### src/rtl/reg_axi_master_pkg.sv
// Shared definitions for the AXI4-Lite register master: state encoding,
// AXI response codes and the timeout counter width rule.
package reg_axi_master_pkg;

  typedef enum logic [2:0] {
    ST_IDLE    = 3'd0,
    ST_WR_REQ  = 3'd1,
    ST_WR_RESP = 3'd2,
    ST_RD_REQ  = 3'd3,
    ST_RD_RESP = 3'd4,
    ST_HUNG    = 3'd5
  } state_e;

  localparam logic [1:0] RESP_OKAY   = 2'b00;
  localparam logic [1:0] RESP_EXOKAY = 2'b01;
  localparam logic [1:0] RESP_SLVERR = 2'b10;
  localparam logic [1:0] RESP_DECERR = 2'b11;

  // Counter must be able to hold TIMEOUT_CYCLES itself; never narrower than 1 bit.
  function automatic int tmo_cnt_width(input int cycles);
    int w;
    w = $clog2(cycles + 1);
    return (w < 1) ? 1 : w;
  endfunction

endpackage

### src/rtl/reg_axi_master.sv
// AXI4-Lite single-outstanding master. Turns one register command into one
// AXI-Lite read or write, returns the bus response, and flags a timeout.
//
// Handshake semantics (every channel, both sides): a transfer happens on a
// rising clock edge where valid && ready are both high. A valid, once raised,
// stays high with its payload unchanged until that transfer; ready may move
// freely. rsp_valid is a one-cycle pulse with no backpressure.
//
// Timeout: the transaction may take up to TIMEOUT_CYCLES cycles after the
// accept cycle to complete its B/R handshake. If the counter reaches the limit
// without that handshake, the timeout response is pulsed the next cycle (the
// same one-cycle lag as a normal response) and the master parks in HUNG until
// reset. A handshake in the limit cycle is a normal completion.
module reg_axi_master
  import reg_axi_master_pkg::*;
#(
  parameter int AXI_ADDR_WIDTH = 32,
  parameter int AXI_DATA_WIDTH = 32,
  parameter int TIMEOUT_CYCLES = 1024
) (
  input  logic                        m_axi_aclk,
  input  logic                        m_axi_aresetn,
  // command / response interface
  input  logic                        cmd_valid,
  output logic                        cmd_ready,
  input  logic                        cmd_wr,
  input  logic [AXI_ADDR_WIDTH-1:0]   cmd_addr,
  input  logic [AXI_DATA_WIDTH-1:0]   cmd_wdata,
  input  logic [AXI_DATA_WIDTH/8-1:0] cmd_wstrb,
  output logic                        rsp_valid,
  output logic [AXI_DATA_WIDTH-1:0]   rsp_rdata,
  output logic [1:0]                  rsp_resp,
  output logic                        rsp_timeout,
  output logic                        busy,
  // AW channel
  output logic [AXI_ADDR_WIDTH-1:0]   m_axi_awaddr,
  output logic [2:0]                  m_axi_awprot,
  output logic                        m_axi_awvalid,
  input  logic                        m_axi_awready,
  // W channel
  output logic [AXI_DATA_WIDTH-1:0]   m_axi_wdata,
  output logic [AXI_DATA_WIDTH/8-1:0] m_axi_wstrb,
  output logic                        m_axi_wvalid,
  input  logic                        m_axi_wready,
  // B channel
  input  logic [1:0]                  m_axi_bresp,
  input  logic                        m_axi_bvalid,
  output logic                        m_axi_bready,
  // AR channel
  output logic [AXI_ADDR_WIDTH-1:0]   m_axi_araddr,
  output logic [2:0]                  m_axi_arprot,
  output logic                        m_axi_arvalid,
  input  logic                        m_axi_arready,
  // R channel
  input  logic [AXI_DATA_WIDTH-1:0]   m_axi_rdata,
  input  logic [1:0]                  m_axi_rresp,
  input  logic                        m_axi_rvalid,
  output logic                        m_axi_rready,
  // debug: current FSM state
  output logic [2:0]                  dbg_state
);

  localparam int SW  = AXI_DATA_WIDTH / 8;
  localparam int CW  = tmo_cnt_width(TIMEOUT_CYCLES);
  localparam bit TMO_EN = (TIMEOUT_CYCLES != 0);
  localparam logic [CW-1:0] TMO_MAX = CW'(TIMEOUT_CYCLES);

  state_e                    state_q, state_d;
  logic                      awvalid_q, awvalid_d;
  logic                      wvalid_q, wvalid_d;
  logic                      aw_done_q, aw_done_d;
  logic                      w_done_q, w_done_d;
  logic                      bready_q, bready_d;
  logic                      arvalid_q, arvalid_d;
  logic                      rready_q, rready_d;
  logic [AXI_ADDR_WIDTH-1:0] awaddr_q, awaddr_d;
  logic [AXI_ADDR_WIDTH-1:0] araddr_q, araddr_d;
  logic [AXI_DATA_WIDTH-1:0] wdata_q, wdata_d;
  logic [SW-1:0]             wstrb_q, wstrb_d;
  logic                      rsp_valid_q, rsp_valid_d;
  logic [AXI_DATA_WIDTH-1:0] rsp_rdata_q, rsp_rdata_d;
  logic [1:0]                rsp_resp_q, rsp_resp_d;
  logic                      rsp_timeout_q, rsp_timeout_d;
  logic [CW-1:0]             cnt_q, cnt_d;

  logic accept, aw_hs, w_hs, b_hs, ar_hs, r_hs;
  logic in_txn, tmo_hit;
  logic [CW-1:0] cnt_inc;

  assign aw_hs   = awvalid_q && m_axi_awready;
  assign w_hs    = wvalid_q && m_axi_wready;
  assign b_hs    = bready_q && m_axi_bvalid;
  assign ar_hs   = arvalid_q && m_axi_arready;
  assign r_hs    = rready_q && m_axi_rvalid;
  assign accept  = cmd_valid && (state_q == ST_IDLE);
  assign in_txn  = state_q inside {ST_WR_REQ, ST_WR_RESP, ST_RD_REQ, ST_RD_RESP};
  assign cnt_inc = cnt_q + CW'(1);
  // The completing handshake beats the limit when both land in one cycle.
  assign tmo_hit = TMO_EN && in_txn && (cnt_inc == TMO_MAX) && !(b_hs || r_hs);

  // Next-state and next-register-value logic.
  always_comb begin
    state_d       = state_q;
    awvalid_d     = awvalid_q;
    wvalid_d      = wvalid_q;
    aw_done_d     = aw_done_q;
    w_done_d      = w_done_q;
    bready_d      = bready_q;
    arvalid_d     = arvalid_q;
    rready_d      = rready_q;
    awaddr_d      = awaddr_q;
    araddr_d      = araddr_q;
    wdata_d       = wdata_q;
    wstrb_d       = wstrb_q;
    rsp_valid_d   = 1'b0;
    rsp_rdata_d   = rsp_rdata_q;
    rsp_resp_d    = rsp_resp_q;
    rsp_timeout_d = rsp_timeout_q;
    cnt_d         = cnt_q;

    // Handshakes retire their valid/ready in every state, HUNG included,
    // so a late slave never sees a duplicated transfer.
    if (aw_hs) begin
      awvalid_d = 1'b0;
      aw_done_d = 1'b1;
    end
    if (w_hs) begin
      wvalid_d = 1'b0;
      w_done_d = 1'b1;
    end
    if (ar_hs) arvalid_d = 1'b0;
    if (b_hs)  bready_d  = 1'b0;
    if (r_hs)  rready_d  = 1'b0;

    // Timeout counter: cleared on accept, saturating count while busy.
    if (accept) begin
      cnt_d = '0;
    end else if (TMO_EN && (state_q != ST_IDLE) && (cnt_q != TMO_MAX)) begin
      cnt_d = cnt_inc;
    end

    unique case (state_q)
      ST_IDLE: begin
        if (accept) begin
          awaddr_d  = cmd_addr;
          araddr_d  = cmd_addr;
          wdata_d   = cmd_wdata;
          wstrb_d   = cmd_wstrb;
          aw_done_d = 1'b0;
          w_done_d  = 1'b0;
          if (cmd_wr) begin
            awvalid_d = 1'b1;
            wvalid_d  = 1'b1;
            state_d   = ST_WR_REQ;
          end else begin
            arvalid_d = 1'b1;
            state_d   = ST_RD_REQ;
          end
        end
      end
      ST_WR_REQ: begin
        if (tmo_hit) begin
          state_d = ST_HUNG;
        end else if ((aw_done_q || aw_hs) && (w_done_q || w_hs)) begin
          bready_d = 1'b1;
          state_d  = ST_WR_RESP;
        end
      end
      ST_WR_RESP: begin
        if (b_hs) begin
          rsp_valid_d   = 1'b1;
          rsp_rdata_d   = '0;
          rsp_resp_d    = m_axi_bresp;
          rsp_timeout_d = 1'b0;
          state_d       = ST_IDLE;
        end else if (tmo_hit) begin
          state_d = ST_HUNG;
        end
      end
      ST_RD_REQ: begin
        if (tmo_hit) begin
          state_d = ST_HUNG;
        end else if (ar_hs) begin
          rready_d = 1'b1;
          state_d  = ST_RD_RESP;
        end
      end
      ST_RD_RESP: begin
        if (r_hs) begin
          rsp_valid_d   = 1'b1;
          rsp_rdata_d   = m_axi_rdata;
          rsp_resp_d    = m_axi_rresp;
          rsp_timeout_d = 1'b0;
          state_d       = ST_IDLE;
        end else if (tmo_hit) begin
          state_d = ST_HUNG;
        end
      end
      ST_HUNG: state_d = ST_HUNG;
      default: state_d = ST_IDLE;
    endcase

    if (tmo_hit) begin
      rsp_valid_d   = 1'b1;
      rsp_rdata_d   = '0;
      rsp_resp_d    = RESP_SLVERR;
      rsp_timeout_d = 1'b1;
    end
  end

  // State and output registers; reset clears everything and returns to IDLE.
  always_ff @(posedge m_axi_aclk or negedge m_axi_aresetn) begin
    if (!m_axi_aresetn) begin
      state_q       <= ST_IDLE;
      awvalid_q     <= 1'b0;
      wvalid_q      <= 1'b0;
      aw_done_q     <= 1'b0;
      w_done_q      <= 1'b0;
      bready_q      <= 1'b0;
      arvalid_q     <= 1'b0;
      rready_q      <= 1'b0;
      awaddr_q      <= '0;
      araddr_q      <= '0;
      wdata_q       <= '0;
      wstrb_q       <= '0;
      rsp_valid_q   <= 1'b0;
      rsp_rdata_q   <= '0;
      rsp_resp_q    <= 2'b00;
      rsp_timeout_q <= 1'b0;
      cnt_q         <= '0;
    end else begin
      state_q       <= state_d;
      awvalid_q     <= awvalid_d;
      wvalid_q      <= wvalid_d;
      aw_done_q     <= aw_done_d;
      w_done_q      <= w_done_d;
      bready_q      <= bready_d;
      arvalid_q     <= arvalid_d;
      rready_q      <= rready_d;
      awaddr_q      <= awaddr_d;
      araddr_q      <= araddr_d;
      wdata_q       <= wdata_d;
      wstrb_q       <= wstrb_d;
      rsp_valid_q   <= rsp_valid_d;
      rsp_rdata_q   <= rsp_rdata_d;
      rsp_resp_q    <= rsp_resp_d;
      rsp_timeout_q <= rsp_timeout_d;
      cnt_q         <= cnt_d;
    end
  end

  assign cmd_ready     = (state_q == ST_IDLE);
  assign busy          = (state_q != ST_IDLE);
  assign dbg_state     = state_q;
  assign rsp_valid     = rsp_valid_q;
  assign rsp_rdata     = rsp_rdata_q;
  assign rsp_resp      = rsp_resp_q;
  assign rsp_timeout   = rsp_timeout_q;
  assign m_axi_awaddr  = awaddr_q;
  assign m_axi_awprot  = 3'b000;
  assign m_axi_awvalid = awvalid_q;
  assign m_axi_wdata   = wdata_q;
  assign m_axi_wstrb   = wstrb_q;
  assign m_axi_wvalid  = wvalid_q;
  assign m_axi_bready  = bready_q;
  assign m_axi_araddr  = araddr_q;
  assign m_axi_arprot  = 3'b000;
  assign m_axi_arvalid = arvalid_q;
  assign m_axi_rready  = rready_q;

endmodule
### config.mk
export PLATFORM = sky130hd
export DESIGN_NAME = reg_axi_master
export DESIGN_NICKNAME = d
export VERILOG_FILES = /design/src/rtl/reg_axi_master_pkg.sv /design/src/rtl/reg_axi_master.sv
export SDC_FILE = /design/constraint.sdc
export NUM_CORES = 1
export LEC_CHECK = 0
export CAP_MARGIN = 0
export CORE_MARGIN = 2
export CORE_UTILIZATION = 44
export DETAILED_ROUTE_END_ITERATION = 7
export MAX_ROUTING_LAYER = met4
export PLACE_DENSITY = 0.92
export REMOVE_ABC_BUFFERS = 1
export SLEW_MARGIN = 40
export SYNTH_ARGS = -nofsm -noshare
export SYNTH_HDL_FRONTEND = slang
export SYNTH_SLANG_ARGS = --single-unit
### constraint.sdc
create_clock -name m_axi_aclk -period 4.5 [get_ports m_axi_aclk]
set_input_delay 0.9 -clock m_axi_aclk [delete_from_list [all_inputs] [get_ports m_axi_aclk]]
set_output_delay 0.9 -clock m_axi_aclk [all_outputs]
set_load 0.005 [all_outputs]
* Yosys cells after proc, flatten, opt, wreduce, memory -nomap -nowiden
Index checks and enable logic that the tools add are counted.
Storage, ports and cells: bits in registers 125, bits of input ports 113, output and inout port bits 152
Cells by class: add/sub/neg operators 1, eq/ne operators 12, muxes and demuxes 54, reductions and logical operators 22
Operators by type and width (number):
- $mux 32 | 3
- $pmux 32 s2 | 1
- $mux 1 | 32
- $mux 3 | 8
- $mux 11 | 2
- $pmux 3 s6 | 1
- $add 11x1->11 const B | 1
- $eq 11x11->1 const B | 1
- $ne 11x11->1 const B | 1
- $logic_and 1x1->1 | 10
- $ne 3x3->1 const B | 3
- $mux 2 | 4
- $eq 3x2->1 const B | 2
- $eq 3x3->1 const B | 2
- $reduce_and 3->1 | 2
- $reduce_bool 3->1 | 2
- $pmux 1 s2 | 2
- $pmux 2 s2 | 1
- $reduce_bool 4->1 | 1
- $eq 3x1->1 const B | 1
- $logic_not 3->1 | 1
- $logic_or 1x1->1 | 3
- $ne 3x2->1 const B | 1
- $ne 2x1->1 const B | 1
- other kinds (3) | 3

* Depth between registers and ports, before layout
Gate-level depths: netlist (run 1).
word-level depth 7, depth in mapped cells 10, mapped depth without buffers 7

* Worst setup path before layout (run 1)
OpenSTA, ideal clock, no wires.
kind flip-flop to flip-flop, from reg cnt_q[0], to reg rsp_rdata_q[11], in the netlist rsp_rdata[11], library setup time 0.121 ns, arrival time 2.424 ns, required time 4.379 ns, slack 1.955 ns, stages on the path, launching flop included 11, path buffers 3, period minus slack after synthesis 2.545 ns, cells stage by stage dfrtp_1 -> ha_1 -> clkbuf_1 -> and3_1 -> and3_1 -> clkbuf_1 -> xor2_1 -> nor4_4 -> a31oi_4 -> buf_6 -> a22o_1
Between the ends: cells in the longest elaborated chain, start to end 6
RTL lines:
- from (decl) | line reg_axi_master.sv:84 | logic [CW-1:0] cnt_q, cnt_d;
- from (signal assigned) | line reg_axi_master.sv:248 | cnt_q <= cnt_d;
- $add 11x1->11 * | line reg_axi_master.sv:97 | assign cnt_inc = cnt_q + CW'(1);
- $eq 11x11->1 * | line reg_axi_master.sv:99 | assign tmo_hit = TMO_EN && in_txn && (cnt_inc == TMO_MAX) && !(b_hs || r_hs);
- $logic_and 1x1->1 * (2 in series) | line reg_axi_master.sv:99
- $ne 3x3->1 (no source line) / $reduce_bool 3->1 (equally long branches)
- $reduce_and 3->1 (no source line)
- to (signal assigned) | line reg_axi_master.sv:245 | rsp_rdata_q <= rsp_rdata_d;
- to (decl) | line reg_axi_master.sv:81 | logic [AXI_DATA_WIDTH-1:0] rsp_rdata_q, rsp_rdata_d;
Mark *: on every way between the ends. The rest lies on a longest branch, timed or not. A chain may end at the register's enable or synchronous reset.

* Final worst setup path (run 1)
from reg state_q[2], in the netlist dbg_state[2], to out busy
Between the ends: cells in the longest elaborated chain, start to end 1
RTL lines:
- from (decl) | line reg_axi_master.sv:68 | state_e state_q, state_d;
- from (signal assigned) | line reg_axi_master.sv:232 | state_q <= state_d;
- $reduce_bool 3->1 | line reg_axi_master.sv:253 | assign busy = (state_q != ST_IDLE);
- to (decl) | line reg_axi_master.sv:34 | output logic busy,
Every way passes these cells.

==> flow_metrics.env, run 1 <==
export IMPL_run_status="finished clean"
export IMPL_dieWidth_um=116
export IMPL_fin_crit_sh_pct=67.8
export IMPL_cts_sinks=125
export IMPL_synthTopCellsByCount="224 x nand2_1, 125 x dfrtp_1, 39 x buf_4"
export IMPL_yosys_area_share_adder_pct=0.686
export IMPL_cts_setup_buffers=0
export IMPL_crit_arrival_ps=2150
export IMPL_max_freq_ghz=0.328
export IMPL_start_kind="flop"
export IMPL_placed_cells=942
export IMPL_cts_buffers_inserted=17
export IMPL_grt_first_pass_wirelength_um=24400
export IMPL_post_place_ws_ps=1200
export IMPL_die_area_mm2=0.0133
export IMPL_drtAntennaViolNets=0
export IMPL_vdd_drop_max_mv=0.278
export IMPL_synth_seq_cells=125
export IMPL_seq_area_frac_synth_pct=57.2
export IMPL_yosys_warnings=0
export IMPL_fin_util_pct=70.2
export IMPL_wire_per_inst_um=16.0
export IMPL_path_class="reg -> out"
export IMPL_htree_levels=4
export IMPL_syn_avg_cell_area_um2=9.52
export IMPL_cts_resized_gates=0
export IMPL_crit_buf_inv=2
export IMPL_clockPowerShare_pct=25.5
export IMPL_yosys_area_share_simple_pct=21.0
export IMPL_path_clk_slew_ps=50
export IMPL_io_pins=265
export IMPL_cpLargestDelayFamily="buffers and inverters"
export IMPL_grt_max_degree=74
export IMPL_initial_utilization_pct=45.4
export IMPL_die_y_um=116
export IMPL_min_path_type="reg -> reg"
export IMPL_critical_path_max_stage_delay_ps=560
export IMPL_fin_crit_ps=3050
export IMPL_finalNonFillerCells=972
export IMPL_setup_violations=0
export IMPL_final_cell_area_mm2=0.00847
export IMPL_ctsHoldBuffers=0
export IMPL_swShare_pct=31.7
export IMPL_ys_async_sr_fraction_pct=100
export IMPL_core_mm2=0.0121
export IMPL_power_density_mw_per_mm2=583
export IMPL_wl_um=15600
export IMPL_grt_pass1_vias=4689
export IMPL_rr_startpoint="cnt_q[0]"
export IMPL_synth_top_family_by_area="simple AND/OR/NAND/NOR gates"
export IMPL_cp_required_ps=3600
export IMPL_crit_chain="nor3_2, inv_1, clkdlybuf4s50_1"
export IMPL_synth_area_leaders="dfrtp_1 57%, nand2_1 15%, buf_4 5.3%, a22o_1 5.1%, clkbuf_1 1.8%"
export IMPL_rsz0062_at_grt="false"
export IMPL_slew_headroom_pct=49.4
export IMPL_grtUsageTotal_pct=24.2
export IMPL_hpwl_um=10800
export IMPL_synth_edff_count=0
export IMPL_synth_most_common_cell="nand2_1"
export IMPL_via_per_inst=4.99
export IMPL_synth_mux_area_share_pct=0.274
export IMPL_cts_buffer_depth=2
export IMPL_synthCells=575
export IMPL_p_int_w=0.00337
export IMPL_critPathSlowestCell="nor3_2"
export IMPL_synth_top_area_cell="dfrtp_1"
export IMPL_leakage_nw=3.94
export IMPL_synth_compound_area_share_pct=10.7
export IMPL_area_delta_synth_final_pct=54.7
export IMPL_startpoint="dbg_state[2]"
export IMPL_vias=4852
export IMPL_ctsRootBufferMaster="clkbuf_16"
export IMPL_synth_xor_area_share_pct=1.44
export IMPL_fin_ws_ps=1450
export IMPL_diodes=0
export IMPL_fin_nets=909
export IMPL_final_hold_viol_count=0
export IMPL_min_from="m_axi_wdata[13]"
export IMPL_dpl_instance_area_mm2=0.00792
export IMPL_clk_latency_ps=400
export IMPL_max_cap_violations=0
export IMPL_skew_ps=13.0
export IMPL_cts_tree="yes"
export IMPL_dr_pass1_iters=5
export IMPL_setup_tns_final_ps=0
export IMPL_power_frac_seq_pct=35.6
export IMPL_p_sw_w=0.00156
export IMPL_synth_top_cell_area_share_pct=57.2
export IMPL_drc=0
export IMPL_grt_ovfl_total=0
export IMPL_synth_flop_cell="dfrtp_1"
export IMPL_antenna_found_initial=0
export IMPL_path_max_fanout=13
export IMPL_num_rows=40
export IMPL_end_kind="primary output"
export IMPL_finalWeightedCongestion=0.855
export IMPL_drt_iter0_drc=542
export IMPL_drive_gt1_share_pct=5.72
export IMPL_io_buffers=258
export IMPL_syn_area_mm2=0.00547
export IMPL_power_frac_comb_pct=38.9
export IMPL_synth_distinct_cells=46
export IMPL_finalMaxSlewViolations=0
export IMPL_worst_pin_slew_ps=758
cell families (layout without fill, tap and decap cells):
family,count (synthesis),count (layout)
AND/OR/NAND/NOR,278,278
flip-flops,125,125
buffers and inverters,82,306
AO/OA/AOI/OAI,76,76
XOR/XNOR,9,9
adder cells (fa/ha/maj),3,3
other,1,6
multiplexers,1,1
tightest hold or removal path, cell delays in order (launching register included):
cell,delay (ps)
dfrtp_1,340
nand2_1,50
nand2_1,50
final timing paths:
| kind | to | slack (ps) | depth (start not counted) |
|---|---|---|---|
| min in group asynchronous | rsp_rdata[1] | 540 | 1 |
| hold / removal | m_axi_wdata[13] | 470 | 2 |
| setup / recovery | busy | 1450 | 3 |
| setup reg to reg | rsp_rdata[15] | 1600 | 8 |
| max in group asynchronous | m_axi_wdata[9] | 3120 | 2 |
| hold reg to reg | m_axi_wdata[13] | 470 | 2 |
final cells by class:
type,instances,area [um2]
Clock inverter,7,65.1
Sequential cell,125,3130
Timing Repair Buffer,263,2640
Clock buffer,23,478
Tap cell,168,210
Multi-Input combinational cell,373,1900
Inverter,13,48.8
Fill cell,863,3600
placed cells by master (no fill, tap or decap), drive strengths merged, types with 2 or more instances in the layout:
| cell | count |
|---|---|
| a21oi | 8 |
| a221oi | 2 |
| a22o | 32 |
| a31o | 2 |
| a31oi | 2 |
| a32o | 2 |
| and2 | 2 |
| and3 | 5 |
| buf | 6 |
| clkbuf | 23 |
| clkdlybuf4s50 | 257 |
| clkinv | 4 |
| clkinvlp | 2 |
| conb | 6 |
| dfrtp | 125 |
| ha | 3 |
| inv | 13 |
| nand2 | 224 |
| nand2b | 4 |
| nand3 | 9 |
| nor2 | 19 |
| nor2b | 2 |
| nor3 | 5 |
| nor4 | 2 |
| o21ai | 17 |
| o31ai | 2 |
| xnor2 | 5 |
| xor2 | 4 |
power groups by stage:
stage	Clock, W	Sequential, W	Combinational [W]
6_report	0.00126	0.00176	0.00192
5_1_grt	0.00134	0.00180	0.00210
4_1_cts	0.00129	0.00176	0.00194
3_5_place_dp	0	0.00176	0.00191
3_3_place_gp	0	0.00174	0.00185
2_1_floorplan	0	0.00178	0.000615
sequential cells by signal (all words and copies together), names as in the netlist:
name and flops:
rsp_timeout 1, w_done_q 1, m_axi_araddr 32, rsp_rdata 32, m_axi_awvalid 1, rsp_resp 2, m_axi_wstrb 4, cnt_q 11
m_axi_wdata 32, rsp_valid 1, m_axi_wvalid 1, dbg_state 3, m_axi_bready 1, m_axi_rready 1, m_axi_arvalid 1, aw_done_q 1
metrics by stage:
step	power [W]	hold WS, ps
floorplan	0.00239	467
global placement	0.00360	456
detailed placement	0.00367	462
CTS	0.00498	475
global route	0.00524	489
finish	0.00494	470
metal layers:
layer | part of all wire [%] | GRT usage, % | vias to the layer above
li1 | - | - | 2272
met4 | 2.6 | 10.3 | 0
met2 | 52 | 39.8 | 201
met5 | 0 | - | -
met3 | 5.6 | 4.08 | 35
met1 | 40 | 29.7 | 2344
Power figures use the tool's default switching activity.
==> run 2, diff against run 1 <==
- CORE_UTILIZATION: 44 -> 41
- PLACE_DENSITY: 0.92 -> 0.87
- clock period: 4.5 -> 2.9 ns (I/O delays scaled with it)
==> run 2 against run 1 <==
  * Clock skew shrank 7.1 ps
  * First-iteration DRC count is 55% lower
  * Total power up 59%
  * Design area is 1.5% higher
  * Critical path depth grew 7
  * Combinational power increased by 61%
  * Count of clock-buffer cells in the layout is 1 higher
  * Final cell count rose by 1.9%
  * Global-route usage down 1.1 points
  * Utilization shrank 4.8 points
  * Flip-flop and latch count is the same
  * Critical path type is now reg -> reg
  * Highest routed layer unchanged
==> flow_metrics.env, run 2 (same netlist as run 1, synthesis figures left out) <==
export IMPL_dieWidth_um=120
export IMPL_fin_crit_ps=2710
export IMPL_cts_resized_gates=0
export IMPL_crit_arrival_ps=3010
export IMPL_diodes=0
export IMPL_finalMaxSlewViolations=0
export IMPL_path_clk_slew_ps=50
export IMPL_core_mm2=0.0131
export IMPL_min_path_type="in -> async"
export IMPL_io_buffers=258
export IMPL_ctsHoldBuffers=0
export IMPL_power_w=0.00783
export IMPL_slew_headroom_pct=57.0
export IMPL_rsz0062_at_grt="false"
export IMPL_drt_iter0_drc=242
export IMPL_grt_first_pass_wirelength_um=24800
export IMPL_final_common_cell="clkdlybuf4s50_1"
export IMPL_max_freq_ghz=0.370
export IMPL_nFillCells=1045
export IMPL_grt_ovfl_total=0
export IMPL_placed_cells=959
export IMPL_vias=4758
export IMPL_area_delta_synth_final_pct=57.0
export IMPL_die_y_um=120
export IMPL_drive_gt1_share_pct=6.63
export IMPL_critical_path_max_stage_delay_ps=440
export IMPL_cpLargestDelayFamily="compound AO/OA/AOI/OAI gates"
export IMPL_grtUsageTotal_pct=23.1
export IMPL_antenna_found_initial=0
export IMPL_cts_buffer_depth=2
export IMPL_grt_max_degree=70
export IMPL_path_class="reg -> reg"
export IMPL_power_density_mw_per_mm2=911
export IMPL_io_pins=265
export IMPL_wl_um=15500
export IMPL_drtAntennaViolNets=0
export IMPL_crit_chain="ha_1, buf_4, xor2_1, a221oi_1, nand4b_1, nor4_4, a31oi_4, buf_8, buf_6, a22o_1"
export IMPL_vdd_drop_max_mv=0.572
export IMPL_start_kind="flop"
export IMPL_clk_latency_ps=420
export IMPL_end_kind="flop"
export IMPL_cts_sinks=125
export IMPL_path_max_fanout=21
export IMPL_initial_utilization_pct=41.7
export IMPL_run_status="finished clean"
export IMPL_fin_crit_sh_pct=93.3
export IMPL_fin_nets=918
export IMPL_drc=0
export IMPL_cts_setup_buffers=0
export IMPL_finalWeightedCongestion=0.821
export IMPL_worst_pin_slew_ps=645
export IMPL_critPathSlowestCell="dfrtp_1"
export IMPL_via_per_inst=4.81
export IMPL_htree_levels=4
export IMPL_max_cap_violations=0
export IMPL_leakage_nw=4.01
export IMPL_hpwl_um=11000
export IMPL_grt_pass1_vias=4750
export IMPL_dr_pass1_iters=4
export IMPL_finalNonFillerCells=990
export IMPL_cts_tree="yes"
export IMPL_ctsRootBufferMaster="clkbuf_16"
export IMPL_cts_buffers_inserted=17
export IMPL_die_area_mm2=0.0143
export IMPL_final_hold_viol_count=0
export IMPL_skew_ps=5.94
export IMPL_final_cell_mix="257 x clkdlybuf4s50_1, 223 x nand2_1, 125 x dfrtp_1, 32 x a22o_1, 18 x nor2_1"
export IMPL_cp_required_ps=3200
export IMPL_crit_buf_inv=3
export IMPL_wire_per_inst_um=15.7
export IMPL_setup_violations=0
export IMPL_num_rows=42
run 2: cell count changes in the layout (fill, tap and decap cells not counted), sizes merged:
cell / previous run / this run
clkbuf: 23 / 24
buf: 6 / 15
bufinv: 1 / 2
clkinvlp: 2 / 1
run 2: report_power, final:
group	switching (W)	internal, W	leakage [nW]	total (W)
Clock	0.000733	0.00132	0.280	0.00205
Combinational	0.00132	0.00178	2.10	0.00309
Sequential	0.000390	0.00229	1.63	0.00268
run 2: layout make-up:
cell class                 instances  area (um2)  share of cell area (%)
sequential                       125        3130                    36.4
timing repair buffer             272        2730                    31.8
multi-input combinational        373        1890                    22.0
clock buffer                      24         482                    5.61
tap                              176         220                    2.56
clock inverter                     7        87.6                    1.02
inverter                          13        48.8                   0.568
run 2: metrics by stage:
step                utilization [%]  setup WS, ps  setup TNS, ps  hold WS (ps)  instance area, um2
floorplan                         -          -133           -913           284                5060
global placement               60.9           127              0           456                8000
detailed placement             61.1          83.0              0           461                8020
CTS                            65.4           193              0           203                8590
global route                   65.4          53.4              0           229                8590
finish                         65.4           194              0           177                8590
run 2: final timing paths:
check / startpoint / endpoint / slack, ps / cells after the start
hold reg to reg: m_axi_wdata[5] / m_axi_wdata[5] / 470 / 2
min in group m_axi_aclk: m_axi_wdata[5] / m_axi_wdata[5] / 470 / 2
setup / recovery: cnt_q[0] / rsp_rdata[9] / 190 / 10
max in group asynchronous: m_axi_aresetn / cnt_q[5] / 1940 / 2
setup reg to reg: cnt_q[0] / rsp_rdata[9] / 190 / 10
hold / removal: m_axi_aresetn / rsp_rdata[13] / 180 / 1
run 2: layer usage:
layer  up-vias  GRT usage [%]  wire, um
li1       2282              -         -
met1      2249           27.4      6360
met2       183           35.7      7540
met3        44           6.94      1040
met5         -              -         0
met4         0           11.8       613
